**config.mk**
```make
export PLATFORM = sky130hd
export DESIGN_NAME = level_change_recorder
export DESIGN_NICKNAME = d
export VERILOG_FILES = /design/src/rtl/level_change_recorder.sv
export SDC_FILE = /design/constraint.sdc
export NUM_CORES = 1
export LEC_CHECK = 0
export CAP_MARGIN = 15
export CORE_UTILIZATION = 25
export DETAILED_ROUTE_END_ITERATION = 10
export MAX_ROUTING_LAYER = met4
export SLEW_MARGIN = 20
export SYNTH_ARGS = -nofsm -noshare
export SYNTH_HDL_FRONTEND = slang
export SYNTH_SLANG_ARGS = --single-unit
```
**constraint.sdc**
```tcl
create_clock -name clk -period 8.9 [get_ports clk]
set_clock_uncertainty 0.05 [all_clocks]
set_input_delay 0.89 -clock clk [delete_from_list [all_inputs] [get_ports clk]]
set_output_delay 0.89 -clock clk [all_outputs]
set_load 0.02 [all_outputs]
```
**src/rtl/level_change_recorder.sv**
```systemverilog
// Samples a bus every cycle and queues {value, timestamp} records into a FWFT FIFO
// whenever the value changes while enabled; overflowing records are counted and dropped.
module level_change_recorder #(
    parameter int unsigned WIDTH    = 32,
    parameter int unsigned DEPTH    = 16,
    parameter int unsigned TS_WIDTH = 32
) (
    input  logic                     clk,
    input  logic                     rst,
    input  logic                     enable,
    input  logic [WIDTH-1:0]         sig_in,
    input  logic                     rec_ready,
    output logic                     rec_valid,
    output logic [WIDTH-1:0]         rec_value,
    output logic [TS_WIDTH-1:0]      rec_timestamp,
    input  logic                     clr_overflow,
    output logic                     rec_overflow,
    output logic [7:0]               drop_count,
    output logic [$clog2(DEPTH):0]   fill_level
);
    localparam int unsigned AW = $clog2(DEPTH);
    localparam int unsigned RW = WIDTH + TS_WIDTH;

    logic [TS_WIDTH-1:0] ts_q, ts_d;
    logic [WIDTH-1:0]    s_val_q, p_val_q;
    logic [TS_WIDTH-1:0] s_ts_q;
    logic                s_en_q, arm_q, arm_d;
    logic [AW-1:0]       wr_ptr_q, wr_ptr_d, rd_ptr_q, rd_ptr_d;
    logic [AW:0]         count_q, count_d;
    logic                ovf_q, ovf_d;
    logic [7:0]          drop_q, drop_d;
    logic [RW-1:0]       mem_q [DEPTH];
    logic [RW-1:0]       head;

    logic push, pop, full, drop, do_push;

    always_comb begin
        full    = (count_q == DEPTH[AW:0]);
        pop     = (count_q != '0) && rec_ready;
        push    = s_en_q && (arm_q || (s_val_q != p_val_q));
        drop    = push && full && !pop;
        do_push = push && !drop;

        ts_d     = enable ? ts_q + {{(TS_WIDTH-1){1'b0}}, 1'b1} : ts_q;
        // Arm re-triggers on every disabled sample, so the first enabled one always records
        arm_d    = ~s_en_q;
        wr_ptr_d = do_push ? wr_ptr_q + {{(AW-1){1'b0}}, 1'b1} : wr_ptr_q;
        rd_ptr_d = pop ? rd_ptr_q + {{(AW-1){1'b0}}, 1'b1} : rd_ptr_q;
        count_d  = count_q;
        if (do_push && !pop) count_d = count_q + {{AW{1'b0}}, 1'b1};
        if (!do_push && pop) count_d = count_q - {{AW{1'b0}}, 1'b1};

        ovf_d  = ovf_q;
        drop_d = drop_q;
        // A clear coinciding with a drop leaves exactly that one drop recorded
        if (clr_overflow) begin
            ovf_d  = drop;
            drop_d = drop ? 8'd1 : 8'd0;
        end else if (drop) begin
            ovf_d  = 1'b1;
            drop_d = (drop_q == 8'hFF) ? drop_q : drop_q + 8'd1;
        end
    end

    always_ff @(posedge clk) begin
        if (rst) begin
            ts_q     <= '0;
            s_val_q  <= '0;
            p_val_q  <= '0;
            s_ts_q   <= '0;
            s_en_q   <= 1'b0;
            arm_q    <= 1'b1;
            wr_ptr_q <= '0;
            rd_ptr_q <= '0;
            count_q  <= '0;
            ovf_q    <= 1'b0;
            drop_q   <= '0;
        end else begin
            ts_q     <= ts_d;
            s_val_q  <= sig_in;
            p_val_q  <= s_val_q;
            s_ts_q   <= ts_q;
            s_en_q   <= enable;
            arm_q    <= arm_d;
            wr_ptr_q <= wr_ptr_d;
            rd_ptr_q <= rd_ptr_d;
            count_q  <= count_d;
            ovf_q    <= ovf_d;
            drop_q   <= drop_d;
        end
    end

    always_ff @(posedge clk) begin
        if (!rst && do_push) mem_q[wr_ptr_q] <= {s_val_q, s_ts_q};
    end

    always_comb begin
        head          = mem_q[rd_ptr_q];
        rec_valid     = (count_q != '0);
        rec_value     = rec_valid ? head[RW-1:TS_WIDTH] : '0;
        rec_timestamp = rec_valid ? head[TS_WIDTH-1:0] : '0;
        rec_overflow  = ovf_q;
        drop_count    = drop_q;
        fill_level    = count_q;
    end
endmodule

```
==> impl_metrics.tcl, run 1 <==
set metrics [dict create \
    seq_area_mm2 0.03389 \
    yosysWarnings 0 \
    cts_num_sinks 1180 \
    fmax_ghz 0.1880 \
    p_per_area_mw_per_mm2 271.4 \
    leakage_uw 0.01600 \
    vias_per_cell 4.341 \
    r2r_slack_ns 4.36 \
    dp_hpwl_um 52620 \
    initial_utilization_pct 25.17 \
    yosysTopAreaCell "edfxtp_1" \
    cts_tree "yes" \
    firstDrtPassIters 8 \
    wl_um 105800 \
    fin_ws_ns 3.582 \
    area_delta_synth_final_pct 18.54 \
    fp.dieH_um 423.3 \
    insertion_delay_ns 0.74 \
    ctsResizeCount 0 \
    cp.required_ns 7.96 \
    met1_length_um 45410 \
    synth_seq_cells 1180 \
    final_cells 4698 \
    drt_iter0_drc 1919 \
    clk_pin_slew_ns 0.06 \
    yosysTopAreaCellShare_pct 69.28 \
    globalplace.congestion 0.7017 \
    relSlewSlack_pct 29.11 \
    reg2reg_from "s_val_q[3]$_SDFF_PP0_" \
    setup_violations 0 \
    dr_total_vias 20400 \
    worstRegToRegCells 10 \
    synthArstFlopShare_pct 0 \
    placed_area_mm2 0.04858 \
    grt_usage_pct 11.99 \
    top_layer_used "met4" \
    layout.nets 2298 \
    min_to "s_ts_q[31]$_SDFF_PP0_" \
    hold_viol 0 \
    post_cts_buffers 0 \
    fin_area_mm2 0.05261 \
    antenna_found_initial 7 \
    synth_area_leaders "edfxtp_1 69%, mux4_2 16%, dfxtp_1 7.0%, nor2b_1 1.4%, xor2_1 0.99%" \
    synthesis.nets 2113 \
    clockRootBuffer "clkbuf_16" \
    finalCritPeriodShare_pct 59.75 \
    yosysMostFrequentCell "edfxtp_1" \
    synth_edf_count 1024 \
    yosys.cell_types.count 43 \
    status "complete, but fails checks" \
    start_kind "flop" \
    wl_met3_um 4261 \
    rsz0062_at_grt "no" \
    die_w_um 423.3 \
    tightest_slew_ns 1.063 \
    setup_tns_ns 0 \
    worstHoldStart "ts_q[31]$_SDFFE_PP0P_" \
    power_uw 14280 \
    portBuffers 115 \
    critPathKind "reg -> out" \
    min_period_ns 5.318 \
    netlist_instances 2065 \
    grt_pass1_vias 20740 \
    r2r_end "mem_q[14][50]$_DFFE_PP_" \
    multi_input_area_mm2 0.01019 \
    grt_start_max_net_pins 145 \
    drv_slew 0 \
    htree_num_levels 3 \
    routed-wl-met2_um 53950 \
    coreArea_mm2 0.1763 \
    dp_cells 4468 \
    synth_area_per_cell_um2 21.49 \
    boundaryPins 116 \
    violations "DRC" \
    wire_per_inst_um 22.52 \
    grt_pass1_wl_um 150900 \
    worstHoldPathCells 1 \
    rows 154 \
    seq_area_frac_synth_pct 76.32 \
    peakVddDrop_mv 0.2646 \
    ant_nets 0 \
    cap_violations 0 \
    clk_path_buf_depth 3 \
    synth_ff_type "edfxtp_1" \
    ctsHoldBuffers 0 \
    netlist_area_mm2 0.04438 \
    end_kind "primary output" \
    layout-drive-gt1-share_pct 24.87 \
    grt_overflow 0 \
    worst-path-max-fanout 144 \
    dieArea_mm2 0.1792 \
    cts_buffers 119 \
    n_fill_cell 17010 \
    min_path_type "reg -> reg" \
    synth_commonest_cells "1024 x edfxtp_1, 320 x mux4_2, 156 x dfxtp_1, 97 x nor2b_1, 65 x and2_1" \
    crit_arrival_ns 4.38 \
    post-route-drc-count 20 \
    place_ws_ns 4.078 \
]
[power breakdown]
group	total, uW	switching [uW]	internal, uW
Combinational	3050	1530	1520
Clock	5060	2130	2930
Sequential	6170	139	6030
Total	14300	3800	10500
[layout make-up]
type,instances,share of cell area (%)
Timing Repair Buffer,162,2.947
Tap cell,2340,5.565
Antenna cell,2,0.009513
Clock buffer,176,6.569
Multi-Input combinational cell,774,19.37
Clock inverter,51,1.039
Inverter,13,0.09275
Sequential cell,1180,64.41
[critical path: stages (launching register included)]
cell	delay [ns]
dfxtp_4	1.01
buf_12	0.66
mux4_2	0.42
mux4_2	0.47
and2_1	0.23
clkdlybuf4s50_1	0.56
[state kept, by name (all words and copies together) (netlist names), named ones only]
name / cells
drop_count: 8
ts_q: 32
p_val_q: 32
rec_overflow: 1
s_ts_q: 32
wr_ptr_q: 4
s_en_q: 1
arm_q: 1
rd_ptr_q: 4
mem_q: 1024
s_val_q: 32
fill_level: 5
[logic make-up (layout without fill, tap and decap cells)]
family | count (synthesis) | after routing | synth area share (%)
buffers and inverters | 111 | 402 | 1.023
other | 0 | 2 | 0
xor gates and xnor gates | 62 | 62 | 1.223
adders and majority gates | 11 | 11 | 0.3270
DFF | 1180 | 1180 | 76.32
and+or+nand+nor | 338 | 338 | 4.184
AOI/OAI and AO/OA | 37 | 37 | 0.5441
muxes | 326 | 326 | 16.38
[layer usage]
metal / up-vias / global-route usage, %
met5: - / -
met4: 0 / 3.069
met3: 145 / 1.853
met2: 452 / 19.96
met1: 11020 / 15.24
li1: 8781 / -
[placed cells by master, fill, tap and decap left out, drive strengths merged, types with 21 or more instances in the layout]
cell	Yosys	routed
and2	65	65
buf	40	48
clkbuf	58	176
clkdlybuf4s50	0	114
clkinv	0	30
dfxtp	156	156
edfxtp	1024	1024
inv	13	21
mux4	320	320
nand2	34	34
nor2	65	65
nor2b	97	97
xor2	50	50
[through the flow]
stage	hold slack, ns	util (%)
global placement	0.4097	27.55
detailed placement	0.4145	27.55
global route	0.4333	29.84
CTS	0.4154	29.82
finish	0.4143	29.84
floorplan	0.3629	-
[worst max-delay path by stage]
stage               cells after the start              startpoint                    end
floorplan                               7  s_val_q[30]$_SDFF_PP0_  mem_q[0][0]$_DFFE_PP_
global placement                        5                    flop          rec_value[23]
detailed placement                      5                    flop          rec_value[28]
CTS                                     5                    flop          rec_value[28]
global route                            5                    flop      rec_timestamp[27]
finish                                  5                    flop           rec_value[9]
Power figures use the tool's default switching activity.
==> inputs of run 2 (changes only) <==
==> constraint.sdc (replaced) <==
create_clock -name clk -period 4.4 [get_ports clk]
set_clock_uncertainty 0.05 [all_clocks]
set_input_delay 0.44 -clock clk [delete_from_list [all_inputs] [get_ports clk]]
set_output_delay 0.44 -clock clk [all_outputs]
set_load 0.02 [all_outputs]
==> run 2 against run 1 <==
Compared with the run above:
- the flow still finishes with violations (DRC)
- total power grew 100%
- critical path depth is 1 higher
- combinational power is 110% higher
- sequential share of layout area is 0.69 points lower
- critical path type unchanged
- highest routed layer unchanged
==> impl_metrics.tcl, run 2 (synthesized netlist as in run 1, its figures left out) <==
set metrics [dict create \
    rows 154 \
    drv_slew 0 \
    peakVddDrop_mv 0.4863 \
    layout-drive-gt1-share_pct 26.34 \
    fmax_ghz 0.2375 \
    setup_violations 0 \
    p_per_area_mw_per_mm2 545.5 \
    grt_usage_pct 11.71 \
    insertion_delay_ns 0.73 \
    violations "DRC" \
    wl_um 102100 \
    antenna_found_initial 5 \
    portBuffers 115 \
    die_w_um 423.3 \
    leakage_uw 0.01629 \
    power_uw 29010 \
    worstRegToRegCells 12 \
    globalplace.congestion 0.7361 \
    initial_utilization_pct 25.17 \
    clk_path_buf_depth 3 \
    hold_viol 0 \
    r2r_slack_ns 0.57 \
    final_core_util_pct 30.17 \
    status "complete, but fails checks" \
    cts_num_sinks 1180 \
    ant_nets 0 \
    cts_tree "yes" \
    finalCritPeriodShare_pct 95.70 \
    grt_overflow 0 \
    worst-path-max-fanout 45 \
    grt_start_max_net_pins 81 \
    post-route-drc-count 10 \
    grt_pass1_vias 21700 \
    largest_reg_flops 1024 \
    reg2reg_from "s_val_q[4]$_SDFF_PP0_" \
    grt_pass1_wl_um 149900 \
    cp.required_ns 3.91 \
    final_common_cell "edfxtp_1" \
    layout.nets 2349 \
    clkPwrFrac_pct 35.1 \
    swShare_pct 26.48 \
    rsz0062_at_grt "no" \
    fp.dieH_um 423.3 \
    area_delta_synth_final_pct 19.83 \
    vias_per_cell 4.289 \
    min_path_type "in -> reg" \
    dieArea_mm2 0.1792 \
    cap_violations 0 \
    dp_cells 4523 \
    min_period_ns 4.211 \
    critPathCapture "rec_timestamp[29]" \
    firstDrtPassIters 10 \
    tightest_slew_ns 0.9108 \
    seq_power_share_pct 42.5 \
    final_cell_mix "1024 x edfxtp_1, 320 x mux4_2, 152 x dfxtp_1" \
    boundaryPins 116 \
    crit_arrival_ns 3.72 \
    placed_area_mm2 0.04922 \
    dr_total_vias 20350 \
    dp_hpwl_um 60300 \
    coreArea_mm2 0.1763 \
    cts_buffers 115 \
    final_cells 4744 \
    largest-register "mem_q" \
    drt_iter0_drc 1592 \
    r2r_end "fill_level[4]$_SDFFE_PP0P_" \
    fin_area_mm2 0.05318 \
    clk_pin_slew_ns 0.06 \
    power.internal_uw 21330 \
    p_comb_share_pct 22.5 \
    wire_per_inst_um 21.52 \
    critPathKind "reg -> out" \
    clockRootBuffer "clkbuf_16" \
    htree_num_levels 3 \
    start_kind "flop" \
    relSlewSlack_pct 39.16 \
    p_sw_uw 7683 \
    setup_tns_ns 0 \
    end_kind "primary output" \
]
[run 2: how the worst min path moves through the flow]
stage	endpoint	startpoint	slack, ns	cells past startpoint
after floorplan	arm_q$_SDFF_PP1_	s_en_q$_SDFF_PP0_	0.36	1
after global placement	ts_q[31]$_SDFFE_PP0P_	ts_q[31]$_SDFFE_PP0P_	0.42	2
after detailed placement	rec_overflow$_SDFFE_PP0P_	rec_overflow$_SDFFE_PP0P_	0.43	2
after CTS	s_val_q[16]$_SDFF_PP0_	sig_in[16]	0.18	2
after global routing	s_val_q[25]$_SDFF_PP0_	sig_in[25]	0.23	2
final	s_val_q[16]$_SDFF_PP0_	sig_in[16]	0.22	2
[run 2: cell type report]
| class | instances | area (um^2) |
|---|---|---|
| tap | 2340 | 2928 |
| clock buffer | 141 | 3057 |
| clock inverter | 78 | 894.6 |
| timing repair buffer | 217 | 2183 |
| inverter | 13 | 48.80 |
| fill | 17020 | 123100 |
| sequential | 1180 | 33890 |
| antenna | 1 | 2.502 |
| multi-input combinational | 774 | 10180 |
[run 2: metrics by stage]
step	worst slack, ns	hold slack [ns]
2_1_floorplan	-0.3394	0.3629
5_1_grt	0.008376	0.2317
3_3_place_gp	0.2794	0.4175
3_5_place_dp	0.4539	0.4321
6_report	0.1894	0.2229
4_1_cts	0.07472	0.1780
[run 2: metal layers]
| metal | up-vias | share of wire [%] | global-route usage, % |
|---|---|---|---|
| met5 | - | 0 | - |
| met4 | 0 | 2.6 | 3.598 |
| met3 | 136 | 4.0 | 1.742 |
| met2 | 422 | 51 | 19.84 |
| met1 | 10910 | 42 | 14.37 |
| li1 | 8882 | - | - |
[run 2: what timing repair did]
item                                   4_1_cts  5_1_grt
hold buffers                                 1        0
buffers inserted                             0        0
resized for setup                            0        0
endpoints found under the hold margin        4        0
[run 2: power by group through the flow]
| stage | sequential, uW | clock, uW | combinational [uW] |
|---|---|---|---|
| after floorplan | 12500 | 0 | 4040 |
| after global placement | 12600 | 0 | 6840 |
| after detailed placement | 12600 | 0 | 6820 |
| after CTS | 12300 | 10400 | 6840 |
| after global routing | 12300 | 10800 | 7030 |
| final | 12300 | 10200 | 6520 |
[run 2: worst max-delay path, cell delays in order, from the launching register on]
cell and delay, ns:
dfxtp_4 0.44, buf_12 0.35, buf_4 0.35, mux4_2 0.54, mux4_2 0.52, and2_1 0.18, clkdlybuf4s50_1 0.53
==> inputs of run 3 (changes only) <==
--- a/config.mk
+++ b/config.mk
@@ -6,9 +6,11 @@
 export NUM_CORES = 1
 export LEC_CHECK = 0
 export CAP_MARGIN = 15
-export CORE_UTILIZATION = 25
+export CORE_UTILIZATION = 50
 export DETAILED_ROUTE_END_ITERATION = 10
+export HOLD_SLACK_MARGIN = 0.15
 export MAX_ROUTING_LAYER = met4
+export PLACE_DENSITY = 0.69
 export SLEW_MARGIN = 20
 export SYNTH_ARGS = -nofsm -noshare
 export SYNTH_HDL_FRONTEND = slang
==> constraint.sdc (replaced) <==
create_clock -name clk -period 4.4 [get_ports clk]
set_clock_uncertainty 0.05 [all_clocks]
set_input_delay 1.32 -clock clk [delete_from_list [all_inputs] [get_ports clk]]
set_output_delay 1.32 -clock clk [all_outputs]
set_load 0.02 [all_outputs]
==> run 3 against run 2 <==
Compared with the run above:
- clock-buffer cell count rose by 6
- sequential cell count did not move
- hold slack improved by 0.22 ns
- largest power group unchanged
- the flow finishes with violations (setup timing)
- total power rose by 2.1%
- first-iteration DRC count rose by 24%
- fmax fell by 5.8%
==> impl_metrics.tcl, run 3 (synthesized netlist as in run 1, its figures left out) <==
set metrics [dict create \
    rows 108 \
    layout-drive-gt1-share_pct 31.76 \
    final_core_util_pct 60.64 \
    grt_pass1_wl_um 146700 \
    dp_cells 3353 \
    worstHoldPathCells 2 \
    start_kind "flop" \
    grt_pass1_vias 22170 \
    grt_start_max_net_pins 65 \
    place_ws_ns 0.2901 \
    tightest_slew_ns 0.6630 \
    reg2reg_from "s_val_q[22]$_SDFF_PP0_" \
    grt_overflow 0 \
    critPathKind "reg -> out" \
    globalplace.congestion 0.7544 \
    final_cells 3621 \
    dr_total_vias 21280 \
    critPathTopFamily "multiplexers" \
    drt_iter0_drc 1971 \
    wire_per_inst_um 27.66 \
    min_period_ns 4.471 \
    worst-path-max-fanout 6 \
    critPathMostFrequentCell "buf_12" \
    initial_utilization_pct 50.84 \
    cap_violations 0 \
    cp.required_ns 3.03 \
    ant_nets 0 \
    boundaryPins 116 \
    drv_slew 0 \
    worstRegToRegCells 12 \
    clockRootBuffer "clkbuf_16" \
    rsz0062_at_grt "yes" \
    n_fill_cell 6029 \
    wl_um 100200 \
    path_depth 10 \
    clk_pin_slew_ns 0.06 \
    crit_buf_inv 7 \
    status "complete, but fails checks" \
    p_per_area_mw_per_mm2 559.7 \
    clk_path_buf_depth 3 \
    min_path_type "reg -> reg" \
    die_w_um 299.9 \
    leakage_uw 0.01702 \
    relSlewSlack_pct 55.80 \
    vias_per_cell 5.878 \
    fin_ws_ns -0.07150 \
    setup_tns_ns -0.2626 \
    largest_reg_flops 1024 \
    portBuffers 115 \
    violations "setup timing" \
    fp.dieH_um 299.9 \
    final_cell_mix "1024 x edfxtp_1, 320 x mux4_2, 152 x dfxtp_1" \
    worstHoldStart "ts_q[31]$_SDFFE_PP0P_" \
    dp_hpwl_um 51390 \
    layout.nets 2417 \
    antenna_found_initial 2 \
    largest-register "mem_q" \
    end_kind "primary output" \
    firstDrtPassIters 6 \
    fmax_ghz 0.2236 \
    grt_usage_pct 23.35 \
    cts_num_sinks 1180 \
    insertion_delay_ns 0.67 \
    peakVddDrop_mv 0.4899 \
    area_delta_synth_final_pct 19.27 \
    worstPathCellList "buf_12, buf_16, buf_12, buf_12, buf_8, buf_16, mux4_2, mux4_2, and2_4, buf_6" \
    setup_violations 9 \
    finalCritPeriodShare_pct 101.6 \
    cp_slowest_cell "mux4_2" \
    dieArea_mm2 0.08996 \
    cp_slowest_stage_delay_ns 0.54 \
    crit_arrival_ns 3.10 \
    htree_num_levels 3 \
    power_uw 29630 \
    post-route-drc-count 0 \
    final_common_cell "edfxtp_1" \
    hold_viol 0 \
    cts_buffers 113 \
    cts_tree "yes" \
    coreArea_mm2 0.08729 \
]
-- run 3: layout make-up --
class / instances / area, um^2 / area share [%]
multi-input combinational: 774 / 10240 / 19.35
clock buffer: 147 / 3117 / 5.888
clock inverter: 64 / 671.9 / 1.269
antenna: 1 / 2.502 / 0.004727
tap: 1155 / 1445 / 2.730
sequential: 1180 / 33890 / 64.02
timing repair buffer: 287 / 3516 / 6.642
inverter: 13 / 48.80 / 0.09219
-- run 3: repair_timing --
action / in CTS / in global routing
endpoints found under the hold margin: 0 / 0
pin swaps: 3 / 6
hold buffers: 0 / 0
gates resized for setup: 257 / 87
gates cloned: 12 / 2
setup buffers: 35 / 15
setup endpoints to repair: 64 / 44
-- run 3: path summary, 6_finish.rpt --
path	end	slack (ns)
worst max-delay path	rec_timestamp[2]	-0.07
worst min-delay path	ts_q[31]$_SDFFE_PP0P_	0.44
worst max register to register	fill_level[4]$_SDFFE_PP0P_	0.60
worst min register to register	ts_q[31]$_SDFFE_PP0P_	0.44
-- run 3: stage by stage --
stage	hold slack [ns]	area [um^2]
5_1_grt	0.4502	52930
3_5_place_dp	0.4244	48210
3_3_place_gp	0.4141	48210
6_report	0.4388	52930
4_1_cts	0.4361	52750
2_1_floorplan	0.3629	44380
-- run 3: report_power, final --
part,internal [uW],switching (uW)
sequential,12200,113
clock,5650,4060
combinational,4080,3540
-- run 3: tightest hold or removal path, cell delays in order, from the launching register on --
cell and delay [ns]:
dfxtp_1 0.31, o21ai_0 0.07, a21oi_1 0.06
-- run 3: layer usage --
| metal | GRT usage [%] | vias up | part of all wire (%) |
|---|---|---|---|
| li1 | - | 9024 | - |
| met1 | 31.65 | 11290 | 41 |
| met2 | 37.47 | 848 | 50 |
| met3 | 3.794 | 120 | 7.2 |
| met4 | 5.527 | 0 | 1.9 |
| met5 | - | - | 0 |
